### src/rtl/round_timer_ctrl.sv
// rtl/round_timer_ctrl.sv - round countdown controller: arm, run, pause, expire
module round_timer_ctrl #(
  parameter int TICK_DIV = 50_000_000,
  parameter int TIME_W   = 5,
  parameter int MIN_SEC  = 3,
  parameter int WARN_SEC = 5
) (
  input  logic              clk,
  input  logic              rst,
  input  logic              load,
  input  logic [TIME_W-1:0] time_v,
  input  logic              start,
  input  logic              pause,
  input  logic              abort,
  output logic [TIME_W-1:0] sec_left,
  output logic              running,
  output logic              warn,
  output logic              end_f,
  output logic              end_pulse
);

  localparam int PW = $clog2(TICK_DIV);
  localparam logic [PW-1:0]     PRESC_MAX = PW'(TICK_DIV - 1);
  localparam logic [TIME_W-1:0] MIN_V     = TIME_W'(MIN_SEC);
  localparam logic [TIME_W-1:0] WARN_V    = TIME_W'(WARN_SEC);
  localparam logic [TIME_W-1:0] ONE_V     = TIME_W'(1);

  typedef enum logic [2:0] {
    S_IDLE,
    S_ARMED,
    S_RUN,
    S_PAUSED,
    S_EXPIRED
  } state_t;

  state_t            state_q, state_d;
  logic [PW-1:0]     presc_q, presc_d;
  logic [TIME_W-1:0] sec_q, sec_d;
  logic              end_pulse_q, end_pulse_d;

  always_ff @(posedge clk or posedge rst) begin
    if (rst) begin
      state_q     <= S_IDLE;
      presc_q     <= '0;
      sec_q       <= '0;
      end_pulse_q <= 1'b0;
    end else begin
      state_q     <= state_d;
      presc_q     <= presc_d;
      sec_q       <= sec_d;
      end_pulse_q <= end_pulse_d;
    end
  end

  // A released pause counts in the same cycle, so no partial second is lost.
  always_comb begin
    state_d     = state_q;
    presc_d     = presc_q;
    sec_d       = sec_q;
    end_pulse_d = 1'b0;
    if (abort) begin
      state_d = S_IDLE;
      presc_d = '0;
      sec_d   = '0;
    end else if (load && (state_q == S_IDLE || state_q == S_ARMED ||
                          state_q == S_EXPIRED)) begin
      state_d = S_ARMED;
      presc_d = '0;
      sec_d   = (time_v < MIN_V) ? MIN_V : time_v;
    end else if (start && state_q == S_ARMED) begin
      state_d = S_RUN;
      presc_d = '0;
    end else if (state_q == S_RUN || state_q == S_PAUSED) begin
      if (pause) begin
        state_d = S_PAUSED;
      end else begin
        state_d = S_RUN;
        if (presc_q == PRESC_MAX) begin
          presc_d = '0;
          if (sec_q != '0) begin
            sec_d = sec_q - ONE_V;
          end
          if (sec_q <= ONE_V) begin
            state_d     = S_EXPIRED;
            end_pulse_d = 1'b1;
          end
        end else begin
          presc_d = presc_q + PW'(1);
        end
      end
    end
  end

  assign sec_left  = sec_q;
  assign running   = (state_q == S_RUN) || (state_q == S_PAUSED);
  assign warn      = running && (sec_q != '0) && (sec_q <= WARN_V);
  assign end_f     = (state_q == S_EXPIRED);
  assign end_pulse = end_pulse_q;

endmodule

### config.mk
export PLATFORM = sky130hd
export DESIGN_NAME = round_timer_ctrl
export DESIGN_NICKNAME = d
export VERILOG_FILES = /design/src/rtl/round_timer_ctrl.sv
export SDC_FILE = /design/constraint.sdc
export NUM_CORES = 1
export LEC_CHECK = 0
export ABC_AREA = 0
export CELL_PAD_IN_SITES_DETAIL_PLACEMENT = 1
export CELL_PAD_IN_SITES_GLOBAL_PLACEMENT = 1
export CORE_MARGIN = 2
export CORE_UTILIZATION = 26
export DETAILED_ROUTE_END_ITERATION = 8
export PLACE_DENSITY = 0.56
export SLEW_MARGIN = 40
export SYNTH_ARGS = -nofsm -noshare
export SYNTH_HDL_FRONTEND = slang
export SYNTH_SLANG_ARGS = --single-unit
### constraint.sdc
create_clock -name clk -period 4.9 [get_ports clk]
set_clock_uncertainty 0.15 [all_clocks]
set_input_delay 0.735 -clock clk [delete_from_list [all_inputs] [get_ports clk]]
set_output_delay 0.735 -clock clk [all_outputs]
set_load 0.005 [all_outputs]
==> flow_metrics.tcl, run 1 <==
set metrics [dict create \
    io_pins 20 \
    finalHoldViolations 0 \
    core.rowCount 33 \
    crit_fanout 20 \
    fmax_ghz 0.350 \
    cts_buffers 5 \
    cp-end-kind "register" \
    synth-adder-area-share_pct 2.29 \
    layout.nets 274 \
    switchingPower_mw 0.147 \
    drtAntennaViolNets 0 \
    cts_tree "built" \
    switching_share_pct 26.2 \
    syn_inst 239 \
    cts.repair.resized 0 \
    cts_buffer_depth 2 \
    synth-compound-area-share_pct 13.5 \
    grt_max_degree 36 \
    diodes 0 \
    avgRoutedWirePerCell_um 16.3 \
    critical_path_class "input port to register" \
    fin_setup_tns_ns 0 \
    placed_area_um2 2470 \
    ys_ff_latch 35 \
    synth_top_area_share_pct 40.1 \
    combPwrFrac_pct 11.4 \
    portBuffers 19 \
    hold_path_depth 2 \
    period_share_pct 58.3 \
    synthesis.area_um2 2180 \
    path_clk_slew_ns 0.07 \
    post-route-drc-count 0 \
    gp_congestion 0.750 \
    fin_area_um2 2550 \
    vias 1926 \
    synth_top_family_by_area "simple AND/OR/NAND/NOR gates" \
    drive_above_1_share_pct 9.30 \
    cell_internal_pwr_mw 0.414 \
    layout_min_cycle_time_ns 2.86 \
    synth.area.mux_share_pct 0 \
    synth.most_common_cell "dfrtp_1" \
    ys.flop_type "dfrtp_1" \
    vias_per_cell 5.31 \
    worst_ep_required_time_ns 4.95 \
    yosys.area_share.simple_pct 35.2 \
    routed_wl_um 5910 \
    fp.dieH_um 95.7 \
    syn_avg_cell_area_um2 9.14 \
    insertion_delay_ns 0.28 \
    first_pass_iters 4 \
    drt_iter0_markers 92 \
    reg2regPathDepth 6 \
    synth_nets 254 \
    drv_cap 0 \
    async_reset_ff_share_pct 100 \
    hpwl_um 4230 \
    ys_top_cells_by_count "dfrtp_1 (35), nor2_1 (29), nand2_1 (19)" \
    grt_pass1_wl_um 9980 \
    area_growth_pct 16.6 \
    cts.sinks 35 \
    postCtsHoldBufs 0 \
    antenna_found_initial 0 \
    grt_pass1_vias 1935 \
    yosys_warnings 0 \
    die_w_um 95.7 \
    outcome "complete, no violations" \
    finalPower_mw 0.561 \
    synth.top_cells.by_area "dfrtp_1 (40%), nor2_1 (5.0%), a221o_1 (4.1%)" \
    globalRouteOverflowTotal 0 \
    ys_seq_area_share_pct 40.1 \
    setup_viol 0 \
    power_density_nw_per_um2 220 \
    ys_types 56 \
    ir_drop_mv 0.0730 \
    synth-edff-count 0 \
    p_leak_nw 1.01 \
    slew_headroom_pct 50.9 \
    setup.worst_path.start_class "input port" \
    synth_xor_area_share_pct 5.21 \
    initial_core_util_pct 26.7 \
    core_area_um2 8180 \
    power_frac_seq_pct 53.4 \
    worstPathArrival_ns 2.91 \
    root_buffer "clkbuf_8" \
    hold_path_class "register to register" \
    rsz0062_at_grt "false" \
    synth.largest_area_cell "dfrtp_1" \
    clockPowerShare_pct 35.2 \
    tightest_slew_ns 0.734 \
    grtUsageTotal_pct 14.1 \
    final_max_slew_viol_count 0 \
    cts.htree.levels 2 \
    cts_setup_buffers 0 \
    die_area_um2 9150 \
]
logic make-up (layout without fill, tap and decap cells):
group | after synthesis | after routing
buf+inv | 15 | 34
fa+ha+maj | 4 | 4
flops | 35 | 35
xor+xnor | 13 | 13
compound gates | 41 | 41
simple gates | 131 | 131
through the flow:
| step | hold WS [ns] | utilization [%] | setup slack [ns] | instances |
|---|---|---|---|---|
| 2_1_floorplan | 0.361 | - | 2.65 | 239 |
| 3_3_place_gp | 0.397 | 30.2 | 1.83 | 357 |
| 3_5_place_dp | 0.405 | 30.2 | 1.75 | 357 |
| 4_1_cts | 0.427 | 31.1 | 2.05 | 363 |
| 5_1_grt | 0.464 | 31.1 | 1.89 | 363 |
| 6_report | 0.425 | 31.1 | 2.04 | 363 |
worst paths after layout:
| path | to | slack, ns | start |
|---|---|---|---|
| min | presc_q[15]$_DFFE_PP0P_ | 0.43 | presc_q[15]$_DFFE_PP0P_ |
| max reg2reg | presc_q[23]$_DFFE_PP0P_ | 2.32 | presc_q[0]$_DFFE_PP0P_ |
| max in group asynchronous | sec_left[3]$_DFFE_PP0P_ | 3.55 | rst |
| min in group asynchronous | sec_left[0]$_DFFE_PP0P_ | 0.70 | rst |
| min reg2reg | presc_q[15]$_DFFE_PP0P_ | 0.43 | presc_q[15]$_DFFE_PP0P_ |
| max | presc_q[23]$_DFFE_PP0P_ | 2.04 | pause |
critical path, stage by stage:
cell             delay [ns]
clkdlybuf4s50_1        0.50
nor3b_4                0.47
a211oi_2               0.08
buf_4                  0.23
nand4b_1               0.33
or3_1                  0.38
a21oi_1                0.17
metal layers:
metal	track usage, %	up-vias	share of wire (%)
met2	22.3	21	46
met3	3.32	7	2.8
met4	3.45	0	0.98
met1	19.5	973	50
li1	-	925	-
met5	0	-	0
cells in the final DEF, fill, tap and decap left out, types with 3 or more instances in the layout:
master,n
nand2_1,19
or3_1,6
nor2_1,29
a211oi_1,3
a21oi_1,11
nor4_1,7
xor2_1,3
o21ai_0,5
a221o_1,9
nand4_1,5
and2_1,3
nor3_1,7
nand4b_1,3
clkbuf_8,5
nand3_1,15
and3_1,11
inv_1,7
xnor2_1,10
dfrtp_1,35
clkdlybuf4s50_1,19
nor4b_1,3
ha_1,4
power by group through the flow:
stage | logic, mW | clock network [mW] | registers [mW]
floorplan | 0.0375 | 0 | 0.302
global placement | 0.0650 | 0 | 0.305
CTS | 0.0656 | 0.212 | 0.299
detailed placement | 0.0654 | 0 | 0.305
global route | 0.0711 | 0.220 | 0.300
finish | 0.0636 | 0.197 | 0.299
final cells by class:
cell class                 instances  area [µm²]
fill                             962        5630
multi-input combinational        189        1230
sequential                        35         876
timing repair buffer              21         205
tap                              105         131
clock buffer                       5        68.8
inverter                           7        26.3
clock inverter                     1        7.51
flip-flops by register name (all words and copies together), names as in the netlist:
| signal | cells |
|---|---|
| presc_q | 26 |
| state_q | 3 |
| sec_left | 5 |
| end_pulse | 1 |
No activity file was read; power rests on OpenSTA's default activity.
==> run 2: changes to the inputs <==
--- a/config.mk
+++ b/config.mk
@@ -11,7 +11,7 @@
 export CORE_MARGIN = 2
 export CORE_UTILIZATION = 26
 export DETAILED_ROUTE_END_ITERATION = 8
-export PLACE_DENSITY = 0.56
+export PLACE_DENSITY = 0.57
 export SLEW_MARGIN = 40
 export SYNTH_ARGS = -nofsm -noshare
 export SYNTH_HDL_FRONTEND = slang
==> constraint.sdc (replaced) <==
create_clock -name clk -period 2.5 [get_ports clk]
set_clock_uncertainty 0.15 [all_clocks]
set_input_delay 0.375 -clock clk [delete_from_list [all_inputs] [get_ports clk]]
set_output_delay 0.375 -clock clk [all_outputs]
set_load 0.005 [all_outputs]
==> flow_metrics.tcl, run 2 (same netlist as run 1, synthesis figures left out) <==
set metrics [dict create \
    hpwl_um 4550 \
    final_max_slew_viol_count 0 \
    largest_reg_flops 26 \
    cts_buffers 5 \
    highest_layer "met4" \
    post-route-drc-count 0 \
    crit_fanout 7 \
    setup.worst_path.start_class "register" \
    root_buffer "clkbuf_8" \
    die_area_um2 9150 \
    period_share_pct 93.7 \
    regMostFlops "presc_q" \
    first_pass_iters 4 \
    cts_buffer_depth 2 \
    wl_met3_um 113 \
    power_density_nw_per_um2 428 \
    critical_path_class "register to register" \
    portBuffers 19 \
    critPathSlowestCell "or4_4" \
    worstPathCellList "ha_1 > and3_1 > nand4_4 > or3_1 > or4_4 > a21oi_2" \
    globalRouteOverflowTotal 0 \
    layout_min_cycle_time_ns 2.34 \
    cts.sinks 35 \
    reg2regPathDepth 6 \
    fp.dieH_um 95.7 \
    rsz0062_at_grt "false" \
    postCtsHoldBufs 0 \
    grt_pass1_vias 2030 \
    cts.htree.levels 2 \
    worst_ep_required_time_ns 2.57 \
    io_pins 20 \
    p_leak_nw 1.07 \
    met2_length_um 2940 \
    cts_tree "built" \
    grt_max_degree 36 \
    outcome "complete, no violations" \
    vias 1946 \
    r2r-start "presc_q[1]$_DFFE_PP0P_" \
    drt_iter0_markers 76 \
    worstPathArrival_ns 2.41 \
    fin_setup_tns_ns 0 \
    pre_cts_ws_ns 0.00990 \
    mostFrequentLayoutCell "dfrtp_1" \
    vias_per_cell 5.18 \
    layout_setup_ws_ns 0.157 \
    routed_wl_um 6230 \
    area_growth_pct 22.2 \
    fmax_ghz 0.427 \
    drive_above_1_share_pct 15.9 \
    tightest_slew_ns 0.676 \
    gp_congestion 0.739 \
    antenna_found_initial 0 \
    final_cell_mix "dfrtp_1 (33), nor2_1 (27), nand2_1 (19), clkdlybuf4s50_1 (19), nand3_1 (15)" \
    layout.nets 285 \
    hold_path_class "input port to async pin" \
    diodes 0 \
    slew_headroom_pct 54.7 \
    avgRoutedWirePerCell_um 16.6 \
    setup_viol 0 \
    rrSetupSlack_ns 0.16 \
    drv_cap 0 \
    finalHoldViolations 0 \
    core_area_um2 8180 \
    r2r-end "state_q[2]$_DFFE_PP0P_" \
    cp-end-kind "register" \
    ir_drop_mv 0.140 \
    cpPeakStageDelay_ns 0.51 \
    grt_pass1_wl_um 10600 \
    insertion_delay_ns 0.29 \
    core.rowCount 33 \
    wl_met1_um 3120 \
    grtUsageTotal_pct 15.0 \
    initial_core_util_pct 26.7 \
    die_w_um 95.7 \
    drtAntennaViolNets 0 \
    path_clk_slew_ns 0.08 \
]
## run 2: cell type report
| class | instances | area [µm²] |
|---|---|---|
| Multi-Input combinational cell | 189 | 1250 |
| Clock inverter | 3 | 15.0 |
| Clock buffer | 5 | 68.8 |
| Timing Repair Buffer | 32 | 300 |
| Tap cell | 105 | 131 |
| Fill cell | 965 | 5510 |
| Inverter | 7 | 26.3 |
| Sequential cell | 35 | 878 |
## run 2: worst max path at each step
stage / depth (start not counted) / slack (ns) / endpoint / from
after global placement: 6 / 0.09 / presc_q[17]$_DFFE_PP0P_ / pause
final: 6 / 0.16 / state_q[2]$_DFFE_PP0P_ / presc_q[1]$_DFFE_PP0P_
after detailed placement: 6 / 0.01 / presc_q[15]$_DFFE_PP0P_ / pause
after global routing: 6 / 0.04 / state_q[2]$_DFFE_PP0P_ / presc_q[1]$_DFFE_PP0P_
after floorplan: 7 / 0.35 / state_q[2]$_DFFE_PP0P_ / presc_q[0]$_DFFE_PP0P_
after CTS: 5 / 0.02 / warn / state_q[1]$_DFFE_PP0P_
## run 2: timing repair
| action | CTS | global route |
|---|---|---|
| gates resized for setup | 0 | 6 |
| setup buffers | 0 | 1 |
| endpoints found under the setup margin | 0 | 11 |
## run 2: per-layer routing
layer,vias up,global-route usage (%)
li1,950,-
met1,976,20.8
met2,15,24.4
met3,5,2.61
met4,0,3.57
met5,-,0
## run 2: report_power, final
part	internal, mW	switching [mW]
registers	0.574	0.0114
clock network	0.191	0.227
logic	0.0626	0.0776
## run 2: stage by stage
step	std cells	utilization [%]	power (mW)	area, µm²	hold WS, ns
final	376	32.6	1.14	2670	0.347
after CTS	375	32.3	1.17	2640	0.365
after global placement	367	31.3	0.736	2560	0.403
after floorplan	239	-	0.666	2180	0.361
after detailed placement	367	31.3	0.737	2560	0.418
after global routing	376	32.6	1.20	2670	0.401
## run 2: worst max-delay path, delay by kind of cell (launching register included)
kind,cells,cell delay (ns)
flops,1,0.41
fa+ha+maj,1,0.21
compound gates,1,0.12
simple gates,4,1.38
